===== src/rtl/cond_decode_pkg.sv =====
// Shared opcode constants, condition codes and FSM states for the
// conditional decode stage.
package cond_decode_pkg;

  localparam logic [3:0] OP_BCOND  = 4'b1100;
  localparam logic [3:0] OP_JGRP   = 4'b0100;
  localparam logic [3:0] EXT_JCOND = 4'b1100;
  localparam logic [3:0] OP_NULL   = 4'b0000;
  localparam logic [3:0] EXT_NULL  = 4'b0000;

  typedef enum logic [3:0] {
    COND_ZS, COND_ZC, COND_CS, COND_CC, COND_LS, COND_LC, COND_NS, COND_NC,
    COND_FS, COND_FC, COND_GT, COND_LE, COND_ABOVE, COND_BELOW,
    COND_ALWAYS, COND_NEVER
  } cond_e;

  typedef enum logic [1:0] {
    ST_EMPTY,
    ST_WAIT_FLAGS,
    ST_FULL
  } state_e;

  function automatic logic is_cond_op(input logic [3:0] op, input logic [3:0] ext);
    return (op == OP_BCOND) || ((op == OP_JGRP) && (ext == EXT_JCOND));
  endfunction

endpackage


===== src/rtl/cond_decode_stage_if.sv =====
// Fetch-side and execute-side handshake bundle of the conditional decode stage.
interface cond_decode_if #(
  parameter int INSTR_W = 16,
  parameter int CNT_W   = 16
);
  logic               in_valid;
  logic               in_ready;
  logic [INSTR_W-1:0] in_instr;
  logic [4:0]         flags;
  logic               flags_stale;
  logic               flush;
  logic               out_valid;
  logic               out_ready;
  logic [INSTR_W-1:0] out_instr;
  logic               out_is_cond;
  logic               out_taken;
  logic [CNT_W-1:0]   squash_count;

  modport slave (
    input  in_valid, in_instr, flags, flags_stale, flush, out_ready,
    output in_ready, out_valid, out_instr, out_is_cond, out_taken, squash_count
  );

  modport master (
    output in_valid, in_instr, flags, flags_stale, flush, out_ready,
    input  in_ready, out_valid, out_instr, out_is_cond, out_taken, squash_count
  );
endinterface


===== src/rtl/cond_decode_stage_cond_eval.sv =====
// Combinational evaluation of a 4-bit condition code against the flag vector.
module cond_eval
  import cond_decode_pkg::*;
#(
  parameter int Z_IDX = 3,
  parameter int C_IDX = 0,
  parameter int L_IDX = 1,
  parameter int N_IDX = 4,
  parameter int F_IDX = 2
) (
  input  cond_e      cond,
  input  logic [4:0] flags,
  output logic       taken
);
  logic z, c, l, n, f;

  assign z = flags[Z_IDX];
  assign c = flags[C_IDX];
  assign l = flags[L_IDX];
  assign n = flags[N_IDX];
  assign f = flags[F_IDX];

  always_comb begin
    taken = 1'b0;
    case (cond)
      COND_ZS:     taken = z;
      COND_ZC:     taken = !z;
      COND_CS:     taken = c;
      COND_CC:     taken = !c;
      COND_LS:     taken = l;
      COND_LC:     taken = !l;
      COND_NS:     taken = n;
      COND_NC:     taken = !n;
      COND_FS:     taken = f;
      COND_FC:     taken = !f;
      COND_GT:     taken = !z && !l;
      COND_LE:     taken = z || l;
      COND_ABOVE:  taken = !n && !c;
      COND_BELOW:  taken = n || c;
      COND_ALWAYS: taken = 1'b1;
      COND_NEVER:  taken = 1'b0;
    endcase
  end
endmodule


===== src/rtl/cond_decode_stage.sv =====
// One-entry decode stage: resolves Bcond/Jcond against flags, stalls on stale
// flags, supports flush and counts squashed conditionals.
module cond_decode_stage
  import cond_decode_pkg::*;
#(
  parameter int                 INSTR_W   = 16,
  parameter logic [INSTR_W-1:0] NOP_INSTR = 16'h0020,
  parameter int                 Z_IDX     = 3,
  parameter int                 C_IDX     = 0,
  parameter int                 L_IDX     = 1,
  parameter int                 N_IDX     = 4,
  parameter int                 F_IDX     = 2,
  parameter int                 CNT_W     = 16
) (
  input logic         clock,
  input logic         reset,
  cond_decode_if.slave bus
);
  localparam logic [CNT_W-1:0] CNT_ONE = 1;

  state_e             state, state_nxt;
  logic [INSTR_W-1:0] held;
  logic               accept, in_cond, wait_load, eval_en;
  logic [INSTR_W-1:0] src;
  logic [3:0]         src_op, src_ext;
  logic               src_cond, taken;
  logic [INSTR_W-1:0] dec_instr;
  logic               dec_taken, squash;

  assign bus.in_ready = !bus.flush &&
                        ((state == ST_EMPTY) || ((state == ST_FULL) && bus.out_ready));
  assign accept  = bus.in_valid && bus.in_ready;
  assign in_cond = is_cond_op(bus.in_instr[INSTR_W-1 -: 4], bus.in_instr[7:4]);

  // WAIT_FLAGS re-evaluates the parked instruction; otherwise decode the incoming one.
  assign src      = (state == ST_WAIT_FLAGS) ? held : bus.in_instr;
  assign src_op   = src[INSTR_W-1 -: 4];
  assign src_ext  = src[7:4];
  assign src_cond = is_cond_op(src_op, src_ext);

  cond_eval #(
    .Z_IDX(Z_IDX), .C_IDX(C_IDX), .L_IDX(L_IDX), .N_IDX(N_IDX), .F_IDX(F_IDX)
  ) u_eval (
    .cond  (cond_e'(src[11:8])),
    .flags (bus.flags),
    .taken (taken)
  );

  always_comb begin
    state_nxt = state;
    eval_en   = 1'b0;
    wait_load = 1'b0;
    if (bus.flush) begin
      state_nxt = ST_EMPTY;
    end else begin
      case (state)
        ST_EMPTY, ST_FULL: begin
          if ((state == ST_FULL) && bus.out_ready) state_nxt = ST_EMPTY;
          if (accept) begin
            if (in_cond && bus.flags_stale) begin
              state_nxt = ST_WAIT_FLAGS;
              wait_load = 1'b1;
            end else begin
              state_nxt = ST_FULL;
              eval_en   = 1'b1;
            end
          end
        end
        ST_WAIT_FLAGS: begin
          if (!bus.flags_stale) begin
            state_nxt = ST_FULL;
            eval_en   = 1'b1;
          end
        end
        default: state_nxt = ST_EMPTY;
      endcase
    end
  end

  always_comb begin
    dec_instr = src;
    dec_taken = 1'b0;
    squash    = 1'b0;
    if (src_cond) begin
      if (taken) begin
        dec_taken = 1'b1;
        if (src_op == OP_JGRP) dec_instr[11:8] = 4'h0;
      end else begin
        dec_instr = NOP_INSTR;
        squash    = 1'b1;
      end
    end else if ((src_op == OP_NULL) && (src_ext == EXT_NULL)) begin
      dec_instr = NOP_INSTR;
    end
  end

  always_ff @(posedge clock or negedge reset) begin
    if (!reset) state <= ST_EMPTY;
    else        state <= state_nxt;
  end

  always_ff @(posedge clock or negedge reset) begin
    if (!reset) begin
      held             <= '0;
      bus.out_valid    <= 1'b0;
      bus.out_instr    <= NOP_INSTR;
      bus.out_is_cond  <= 1'b0;
      bus.out_taken    <= 1'b0;
      bus.squash_count <= '0;
    end else begin
      bus.out_valid <= (state_nxt == ST_FULL);
      if (wait_load) held <= bus.in_instr;
      if (eval_en) begin
        bus.out_instr   <= dec_instr;
        bus.out_is_cond <= src_cond;
        bus.out_taken   <= dec_taken;
        if (squash && (bus.squash_count != '1))
          bus.squash_count <= bus.squash_count + CNT_ONE;
      end
    end
  end
endmodule

===== src/flat_wrapper.sv =====
// flat-port wrapper written by rule: the top's interface ports become plain ports
module cond_decode_stage_flat import cond_decode_pkg::*;
#(
  parameter int                 INSTR_W   = 16,
  parameter logic [INSTR_W-1:0] NOP_INSTR = 16'h0020,
  parameter int                 Z_IDX     = 3,
  parameter int                 C_IDX     = 0,
  parameter int                 L_IDX     = 1,
  parameter int                 N_IDX     = 4,
  parameter int                 F_IDX     = 2,
  parameter int                 CNT_W     = 16
)
  (clock, reset, bus_in_valid, bus_in_instr, bus_flags, bus_flags_stale, bus_flush, bus_out_ready, bus_in_ready, bus_out_valid, bus_out_instr, bus_out_is_cond, bus_out_taken, bus_squash_count);
  cond_decode_if #(.INSTR_W(INSTR_W), .CNT_W(CNT_W)) bus_i ();
  input logic clock;
  input logic reset;
  input wire logic [$bits(bus_i.in_valid)-1:0] bus_in_valid;
  input wire logic [$bits(bus_i.in_instr)-1:0] bus_in_instr;
  input wire logic [$bits(bus_i.flags)-1:0] bus_flags;
  input wire logic [$bits(bus_i.flags_stale)-1:0] bus_flags_stale;
  input wire logic [$bits(bus_i.flush)-1:0] bus_flush;
  input wire logic [$bits(bus_i.out_ready)-1:0] bus_out_ready;
  output wire logic [$bits(bus_i.in_ready)-1:0] bus_in_ready;
  output wire logic [$bits(bus_i.out_valid)-1:0] bus_out_valid;
  output wire logic [$bits(bus_i.out_instr)-1:0] bus_out_instr;
  output wire logic [$bits(bus_i.out_is_cond)-1:0] bus_out_is_cond;
  output wire logic [$bits(bus_i.out_taken)-1:0] bus_out_taken;
  output wire logic [$bits(bus_i.squash_count)-1:0] bus_squash_count;
  assign bus_i.in_valid = bus_in_valid;
  assign bus_i.in_instr = bus_in_instr;
  assign bus_i.flags = bus_flags;
  assign bus_i.flags_stale = bus_flags_stale;
  assign bus_i.flush = bus_flush;
  assign bus_i.out_ready = bus_out_ready;
  assign bus_in_ready = bus_i.in_ready;
  assign bus_out_valid = bus_i.out_valid;
  assign bus_out_instr = bus_i.out_instr;
  assign bus_out_is_cond = bus_i.out_is_cond;
  assign bus_out_taken = bus_i.out_taken;
  assign bus_squash_count = bus_i.squash_count;
  cond_decode_stage #(.INSTR_W(INSTR_W), .NOP_INSTR(NOP_INSTR), .Z_IDX(Z_IDX), .C_IDX(C_IDX), .L_IDX(L_IDX), .N_IDX(N_IDX), .F_IDX(F_IDX), .CNT_W(CNT_W)) u_core (.clock(clock), .reset(reset), .bus(bus_i));
endmodule

===== config.mk =====
export PLATFORM = sky130hd
export DESIGN_NAME = cond_decode_stage_flat
export DESIGN_NICKNAME = d
export VERILOG_FILES = /design/src/rtl/cond_decode_pkg.sv /design/src/rtl/cond_decode_stage_if.sv /design/src/rtl/cond_decode_stage_cond_eval.sv /design/src/rtl/cond_decode_stage.sv /design/src/flat_wrapper.sv
export SDC_FILE = /design/constraint.sdc
export NUM_CORES = 1
export LEC_CHECK = 0
export CORE_MARGIN = 2
export CORE_UTILIZATION = 39
export CTS_CLUSTER_SIZE = 12
export DETAILED_ROUTE_END_ITERATION = 10
export SETUP_SLACK_MARGIN = 0.05
export SYNTH_ARGS = -nofsm -noshare
export SYNTH_HDL_FRONTEND = slang
export SYNTH_SLANG_ARGS = --single-unit

===== constraint.sdc =====
create_clock -name clock -period 4.3 [get_ports clock]
set_clock_uncertainty 0.15 [all_clocks]
set_input_delay 0.86 -clock clock [delete_from_list [all_inputs] [get_ports clock]]
set_output_delay 0.86 -clock clock [all_outputs]
set_load 0.02 [all_outputs]

==> metrics.md <==
| Metric | Value |
|---|---|
| Post-Syn Instances | `248` |
| Hold Slack | `341 ps` |
| Slew at the pin with the worst max-slew slack | `899 ps` |
| Vias in the first global route | `around 2100` |
| Period utilisation layout | `between 80 and 90%` |
| Fill cells | `700` |
| GPL Wtd Cong | `~0.77` |
| Most common cell on crit path | `clkdlybuf4s50_1` |
| Hpwl dp | `between 4 and 5 mm` |
| Crit-path cells | `clkdlybuf4s50_1, nand2b_1, nor3b_1, clkdlybuf4s50_1` |
| CTS Buf Count | `5` |
| Final net count | `340` |
| Multi-input gate area | `0.00139 sq mm` |
| HP Class | `flip-flop to flip-flop` |
| Total wire length | `approximately 6.2 mm` |
| Max-slew violations | `0` |
| Final antenna-violating net count | `0` |
| Worst slew margin | `around 40%` |
| Reg2Reg Capture Point | `u_core.bus.squash_count[1]` |
| Most used DFF post-synth | `dfrtp_1` |
| # resized after CTS | `0` |
| Static leakage | `about 1.6 nW` |
| Clk_lat worst skew | `310 ps` |
| Layout cells sized above 1 | `16.0%` |
| Wire length per cell | `roughly 15 um` |
| Reg2reg setup slack | `around 930 ps` |
| CP max FO | `4` |
| CP Capture Point | `bus_in_ready` |
| Worst setup path start | `bus_out_ready` |
| Clock slew at reported path FFs | `90 ps` |
| Synth area leader | `dfrtp_1` |
| Setup TNS | `0 ps` |
| Clock Path Buffers | `2` |
| Antenna violations before repair | `0` |
| Die area | `around 0.0080 sq mm` |
| Total power draw | `1.14 mW` |
| Outcome | `finished, final reports clean` |
| Crit-path slowest cell | `clkdlybuf4s50_1` |
| CTS sink cnt | `53` |
| # hold bufs at CTS | `0` |
| CTS tree | `yes` |
| Mapped Area | `around 0.0028 sq mm` |
| Synthesized Nets | `276` |
| Die H | `roughly 90 um` |
| Drc violations | `0` |
| Area share of the largest cell type after synthesis | `between 40 and 50%` |
| First-pass GRT wire length | `between 10 and 15 mm` |
| CORE AREA | `approximately 0.007 sq mm` |
| Clk root buf | `clkbuf_8` |
| FF-to-FF path depth | `5` |
| RSZ-0062 raised after global routing | `false` |
| H-tree level count | `2` |
| Largest net degree at the start of global routing | `28` |
| FP Rows | `31` |
| #FFs+latches synth | `53` |
| Ys Warns | `0` |
| FMAX | `about 0.28 GHz` |
| TritonRoute pass-1 iters | `4` |
| IO Pins | `63` |
| Post-CTS Setup Inserts | `0` |
| Worst path arrival time | `approximately 2600 ps` |
| GR Util All Layers | `~16%` |
| Design Area, Final | `around 0.0036 sq mm` |
| Area Overhead vs Synth | `28.0%` |
| Seq/Total Area, Yosys | `a little under half` |
| Largest cells by area after synthesis | `dfrtp_1 46%, mux2i_1 6.0%, mux2_2 5.6%, a2111oi_2 4.2%, nand2_1 3.4%` |
| Register area | `between 0.001 and 0.0015 sq mm` |
| Kind of end point of the critical path | `primary output` |
| Iter 0 DRT Violations | `144` |
| Die Width | `~90 um` |
| Final WS setup | `between 600 and 700 ps` |
| DP Worst Slack | `roughly 730 ps` |
| Vias/cell | `5.02` |
| Number of library cell types mapped by synthesis | `between 50 and 60` |
| Gr ovfl total | `0` |
| Critical Path RT | `3290 ps` |
| Mean cell area of the mapped netlist | `~11 sq um` |
| Starting Density | `between 30% and 40%` |
| Number of setup violations in the final report | `0` |
| Fin crit period | `about 3600 ps` |
| Placed Area | `approximately 0.0035 sq mm` |
| Antenna Cells | `0` |
| Final Hold Violating Endpoints | `0` |
| CP max stage delay | `around 710 ps` |
| Via Count | `between 2000 and 2500` |
| Max Cap Viol | `0` |
| Cell area power density | `approximately 310 mW/mm^2` |
| Worst r2r src | `u_core.state[1]` |
| Port Buffer Count | `62` |
| Worst Setup Start Kind | `input port` |
| Worst VDD drop | `between 0.1 and 0.15 mV` |
| Worst Path Class, Setup | `input port to primary output` |
| Asr flop ratio synth | `100%` |
| EDFF count, synth | `0` |
==> worst min path at each step <==
stage	startpoint	to	slack [ps]	cells past startpoint
6_report	u_core.bus.squash_count[11]	u_core.bus.squash_count[11]	340	1
5_1_grt	u_core.held[14]	u_core.held[14]	350	1
4_1_cts	u_core.held[14]	u_core.held[14]	340	1
3_5_place_dp	u_core.held[14]	u_core.held[14]	320	1
3_3_place_gp	u_core.held[14]	u_core.held[14]	310	1
2_1_floorplan	u_core.held[14]	u_core.held[14]	290	1
==> worst max-delay path, delay by kind of cell <==
kind                   cells  cell delay, ps
AND/OR/NAND/NOR            2             580
buffers and inverters      2            1160
==> through the flow <==
stage,util (%),instances
CTS,50.8,412
finish,50.8,412
floorplan,-,248
global route,50.8,412
global placement,49.5,404
detailed placement,49.5,404
==> cell usage after synthesis, drive strengths merged (2+ instances only) <==
cell type,instances
mux2,16
nand2b,2
a41o,2
a2111oi,9
nand2,26
nor2,16
nand3,4
o31ai,9
dfrtp,52
nor2b,4
xnor2,6
a21oi,3
o211ai,4
a31oi,3
xor2,11
a21boi,2
or2,2
o21ai,9
nand4,4
mux2i,18
a211oi,5
nor3,2
o2111ai,3
buf,8
inv,10
or4,2
clkbuf,3
==> power breakdown <==
group	total (mW)	switching (mW)	internal, mW
registers	0.587	0.0358	0.552
logic	0.267	0.135	0.132
clock network	0.282	0.169	0.113
total	1.14	0.340	0.796
==> final cells by class <==
| class | count | share of cell area (%) |
|---|---|---|
| timing repair buffer | 68 | 18.2 |
| clock buffer | 5 | 1.90 |
| multi-input combinational | 174 | 38.3 |
| inverter | 10 | 1.04 |
| tap | 99 | 3.42 |
| sequential | 53 | 36.6 |
| clock inverter | 3 | 0.484 |
==> cells in the final DEF, fill, tap and decap left out, types with 3 or more instances in the layout <==
cell             count
clkdlybuf4s50_1     61
nor2_1              16
clkbuf_8             5
mux2i_1             17
xnor2_1              6
o2111ai_1            3
xor2_1              11
mux2_2              14
buf_4                6
o31ai_1              9
inv_1               10
dfrtp_1             52
nor2b_1              4
a2111oi_2            8
nand3_1              4
o21ai_0              7
a211oi_1             5
nand4_1              4
o211ai_1             3
nand2_1             26
==> logic make-up (layout without fill, tap and decap cells) <==
kind of cell | Yosys count | after routing | share of synthesized area [%]
compound gates | 54 | 54 | 18.1
xor+xnor | 17 | 17 | 5.26
fa+ha+maj | 1 | 1 | 0.442
buf+inv | 21 | 86 | 4.33
flops | 53 | 53 | 46.9
mux | 34 | 34 | 13.1
simple gates | 68 | 68 | 11.8
==> layer usage <==
layer	vias to the layer above	GRT usage, %	routed length [um]
met1	998	23.4	3040
met4	0	3.66	27
li1	1030	-	-
met5	-	0	0
met2	40	26.0	2870
met3	2	3.23	250
==> flip-flops by register name, summed over array words and instances (netlist names) <==
name / flops
u_core.bus.out_taken: 1
u_core.held: 16
u_core.bus.out_valid: 1
u_core.bus.out_is_cond: 1
u_core.state: 2
u_core.bus.out_instr: 16
u_core.bus.squash_count: 16
Note: power is estimated with default switching activity, not from simulation.
==> edit 1: new RTL, config.mk and constraints unchanged <==
`INSTR_W` is set to 16 in 3 places; all go to 24.
--- a/src/rtl/cond_decode_stage_if.sv
+++ b/src/rtl/cond_decode_stage_if.sv
@@ -2,3 +2,3 @@
 interface cond_decode_if #(
-  parameter int INSTR_W = 16,
+  parameter int INSTR_W = 24,
   parameter int CNT_W   = 16
--- a/src/rtl/cond_decode_stage.sv
+++ b/src/rtl/cond_decode_stage.sv
@@ -5,3 +5,3 @@
 #(
-  parameter int                 INSTR_W   = 16,
+  parameter int                 INSTR_W   = 24,
   parameter logic [INSTR_W-1:0] NOP_INSTR = 16'h0020,
--- a/src/flat_wrapper.sv
+++ b/src/flat_wrapper.sv
@@ -3,3 +3,3 @@
 #(
-  parameter int                 INSTR_W   = 16,
+  parameter int                 INSTR_W   = 24,
   parameter logic [INSTR_W-1:0] NOP_INSTR = 16'h0020,
Interface: changed (resized bus_in_instr and bus_out_instr); port bits go from 63 to 79. No check against the original RTL was run, so the function may have changed too.
==> edit 1 against the original RTL <==
- synthesized area is 23% higher
- register-to-register slack better by 150 ps
- synthesized cell count up 29%
- routed wire length grew 27%
- total power grew 56%
- largest power group unchanged
- worst setup slack improved by 210 ps
- via count grew 26%
- sequential cell count grew 16
- first-iteration DRC count decreased by 39%
- design area increased by 27%
==> edit 1: results (changes against the original RTL) <==
metric,value,unit,change
gpl congestion,0.7685,,-0.76%
final period utilization,78.78,%,-5.0 points
dpl ws,791.4,ps,+63.30 ps
met2 wire length,3678,um,+28%
Peak supply drop,0.2177,mV,+46%
Worst Path Arrival,2380,ps,-210 ps
flop2flop setup slack,1080,ps,+150 ps
clock buffers created by TritonCTS,9,,+4
IO buf count,78,,+26%
Leak,2.044,nW,+31%
vias per inst,5.100,,+1.5%
met2 usage,25.75,%,-0.25 points
CP Max Fanout,3,,-1
Largest regs,"u_core.bus.out_instr (24), u_core.held (24), u_core.bus.squash_count (16)",,
Highest Signal Layer,met4,,
Layout Nets,435,,+28%
starting DRC count in detailed routing,88,,-39%
Logic power comb,359,uW,+34%
routing usage on met1,23.20,%,-0.22 points
Post-synth top cells,"dfrtp_1, nand2_1, mux2i_1, mux2_2, nor2_1",,
Reg-to-Reg End,u_core.bus.out_instr[0],,
FF-to-FF path depth,7,,+2
hpwl dp,5744,um,+26%
outcome,"finished, final reports clean",,
CTS max path bufs,2,,unchanged
"CTS clk-pin slew, worst paths",70,ps,-20 ps
hold path start,u_core.bus.out_instr[5],,
H-tree depth,3,,+1
global-route wire length before repair,13090,um,+30%
largest net degree at the start of global routing,36,,+29%
Slowest Stage Delay on Critical Path,660,ps,-50 ps
wire per inst,15.36,um,+2.2%
share of cells above drive strength 1,16.09,%,+0.11 points
worst slew pin tran,832.3,ps,-66.21 ps
syn_nets,355,,+29%
"Seq/Total Area, Yosys",49.57,%,+2.7 points
vias in the first global route,2612,,+25%
gr usage total,16.76,%,+0.35 points
Power Internal,1.311,mW,+65%
DR WL met3,432,um,+73%
clock latency on the worst-skew pair,330,ps,+20 ps
metal1 wirelength,3694,um,+22%
Yosys cell types,49,,-3.9%
synth top area cells,"dfrtp_1, mux2i_1, mux2_2",,
total sequential power,778,uW,+33%
DR pass1 iterations,5,,+1
met3 usage,4.539,%,+1.3 points
Synth Warn #,0,,unchanged
post-CTS sizing,0,,unchanged
## edit 1: cell count changes in the layout (fill, tap and decap cells not counted), moves of 10 or more
| cell | unedited run | this run |
|---|---|---|
| nand3_1 | 4 | 15 |
| mux2i_1 | 17 | 27 |
| o21ai_2 | 0 | 10 |
| clkdlybuf4s50_1 | 61 | 77 |
| xor2_1 | 11 | 0 |
| dfrtp_1 | 52 | 68 |
| nand2_1 | 26 | 37 |
## edit 1: cell families after synthesis
| family | share of synthesized area (%) |
|---|---|
| AO/OA/AOI/OAI | 11.20 |
| XOR/XNOR | 3.769 |
| adder cells (fa/ha/maj) | 0.3589 |
| AND/OR/NAND/NOR | 15.87 |
| flip-flops | 49.57 |
| buffers and inverters | 3.625 |
| multiplexers | 15.61 |
## edit 1: worst min path at each step
stage | endpoint | cells after the start
6_report | u_core.bus.out_instr[5] | 2
5_1_grt | u_core.held[22] | 1
4_1_cts | u_core.bus.out_instr[5] | 2
3_5_place_dp | u_core.held[22] | 1
3_3_place_gp | u_core.bus.out_instr[5] | 2
2_1_floorplan | u_core.held[22] | 1
## edit 1: metrics by stage
stage	cells	hold WS, ps	utilization (%)	power (mW)	cell area, um^2
after global routing	512	344.6	53.06	1.866	4604
final	512	318.8	53.06	1.774	4604
after global placement	496	303.3	50.29	1.146	4364
after floorplan	319	289.3	-	0.9686	3486
after CTS	512	321.1	53.06	1.800	4604
after detailed placement	496	307.4	50.29	1.154	4364
## edit 1: cell type report
cell class              instances  area, um^2
repair buffers                 85       840.8
inverters                       7       26.28
well taps                     108       135.1
flip-flops and latches         69        1728
fillers                       817        4074
clock buffers                  12       145.1
clock inverters                 4       95.09
multi-input cells             227        1634
## edit 1: critical path: cells and delay by family
kind / cells / cell delay (ps)
AND/OR/NAND/NOR: 2 / 400
buffers and inverters: 2 / 1120
==> edit 2: new RTL, same settings <==
Without the edit above. Re-encode `state_e` (3 states) as one-hot, 3 bits wide.
--- a/src/rtl/cond_decode_pkg.sv
+++ b/src/rtl/cond_decode_pkg.sv
@@ -16,6 +16,6 @@
 
-  typedef enum logic [1:0] {
-    ST_EMPTY,
-    ST_WAIT_FLAGS,
-    ST_FULL
+  typedef enum logic [2:0] {
+    ST_EMPTY      = 3'b001,
+    ST_WAIT_FLAGS = 3'b010,
+    ST_FULL       = 3'b100
   } state_e;
Function: no difference found for any inputs over 4 cycles, from zero or initial values and one cycle with reset low; so few cycles prove little.
==> edit 2 against the original RTL <==
- worst setup slack improved by 180 ps
- design area increased by 3.0%
- sequential cell count increased by 1
- hold slack got worse by 16 ps
- total power increased by 7.6%
- synthesized area increased by 2.6%
- routed wire length increased by 8.0%
- clock power increased by 4%
==> edit 2: results (changes against the original RTL) <==
metric,value,unit,change
gpl congestion,0.8140,,+5.1%
Post-synth ARST share,100.0,%,unchanged
share of cells above drive strength 1,14.66,%,-1.3 points
Fill cells,687,,-1.9%
clock buffers created by TritonCTS,5,,unchanged
largest net degree at the start of global routing,31,,+11%
Worst Path Arrival,2410,ps,-180 ps
hold path start,u_core.bus.out_instr[5],,
synth top area cells,"dfrtp_1, mux2i_1, mux2_2",,
vias per inst,5.216,,+3.8%
Layout Nets,368,,+8.2%
FF-to-FF Start,u_core.state[2],,
DR pass1 iterations,4,,unchanged
Yosys cell types,58,,+14%
worst slew pin tran,765.0,ps,-133.5 ps
Post-synth top cells,"dfrtp_1, nand2_1, nor2_1, mux2i_1, mux2_2",,
CP Max Fanout,6,,+2
n_diodes,0,,unchanged
global-route wire length before repair,11140,um,+11%
clock latency on the worst-skew pair,310,ps,about the same
worst hold stages,2,,+1
starting DRC count in detailed routing,72,,-50%
"Seq/Total Area, Yosys",46.62,%,-0.29 points
met3 usage,3.506,%,+0.27 points
Power Internal,853.9,uW,+7.2%
syn_nets,306,,+11%
Leak,1.666,nW,+6.6%
met2 usage,27.63,%,+1.6 points
gr usage total,16.99,%,+0.58 points
outcome,"finished, final reports clean",,
FF-to-FF path depth,8,,+3
dpl ws,590.2,ps,-137.9 ps
"CTS clk-pin slew, worst paths",100,ps,
hpwl dp,4862,um,+7.0%
Worst Setup SP,bus_flush,,
routing usage on met1,23.01,%,-0.41 points
Largest regs,"u_core.bus.out_instr (16), u_core.bus.squash_count (16), u_core.held (16)",,
Peak supply drop,0.2100,mV,+41%
vias in the first global route,2324,,+11%
DRC violations left,0,,unchanged
"FF+latch count, synth",54,,+1.9%
post-CTS sizing,0,,unchanged
wire per inst,15.19,um,+1.1%
## edit 2: power groups by stage
stage	clock network [mW]	logic (mW)	registers [mW]
finish	0.294	0.312	0.616
global route	0.318	0.342	0.626
CTS	0.304	0.317	0.617
detailed placement	0	0.316	0.626
global placement	0	0.314	0.626
floorplan	0	0.111	0.668
## edit 2: cells by family after synthesis
group	synth area share (%)
AOI/OAI and AO/OA	12.37
xor gates and xnor gates	4.826
adders and majority gates	0.4308
buffers and inverters	3.748
DFF	46.62
muxes	12.19
and+or+nand+nor	19.82
## edit 2: worst paths after layout
path,end,slack [ps]
setup / recovery,bus_in_ready,880
hold / removal,u_core.bus.out_instr[5],330
setup reg to reg,u_core.bus.squash_count[14],1010
hold reg to reg,u_core.bus.out_instr[5],330
max in group asynchronous,u_core.held[13],2800
min in group asynchronous,u_core.bus.squash_count[12],390
## edit 2: layout make-up
class / instances / area [um^2] / area share (%)
clock buffers: 7 / 86.33 / 2.315
clock inverters: 1 / 5.005 / 0.1342
inverters: 9 / 33.78 / 0.9057
multi-input cells: 202 / 1454 / 38.98
flip-flops and latches: 54 / 1354 / 36.30
well taps: 99 / 123.9 / 3.321
repair buffers: 68 / 673.1 / 18.05
## edit 2: critical path, cell delays in order
cell	delay, ps
clkdlybuf4s50_1	530
nor2_1	190
o21a_1	200
clkdlybuf4s50_1	620
## edit 2: stage by stage
| step | hold slack, ps | area (um^2) | cells | power (mW) |
|---|---|---|---|---|
| after floorplan | 330.0 | 2904 | 278 | 0.7796 |
| after global placement | 309.8 | 3638 | 432 | 0.9396 |
| after detailed placement | 317.4 | 3638 | 432 | 0.9419 |
| after CTS | 329.1 | 3730 | 440 | 1.237 |
| after global routing | 361.2 | 3730 | 440 | 1.286 |
| final | 325.3 | 3730 | 440 | 1.222 |
## edit 2: routing by layer
metal	share of wire (%)	vias to the layer above
met4	1.2	0
met1	48	1125
li1	-	1123
met5	0	-
met2	47	40
met3	3.8	7
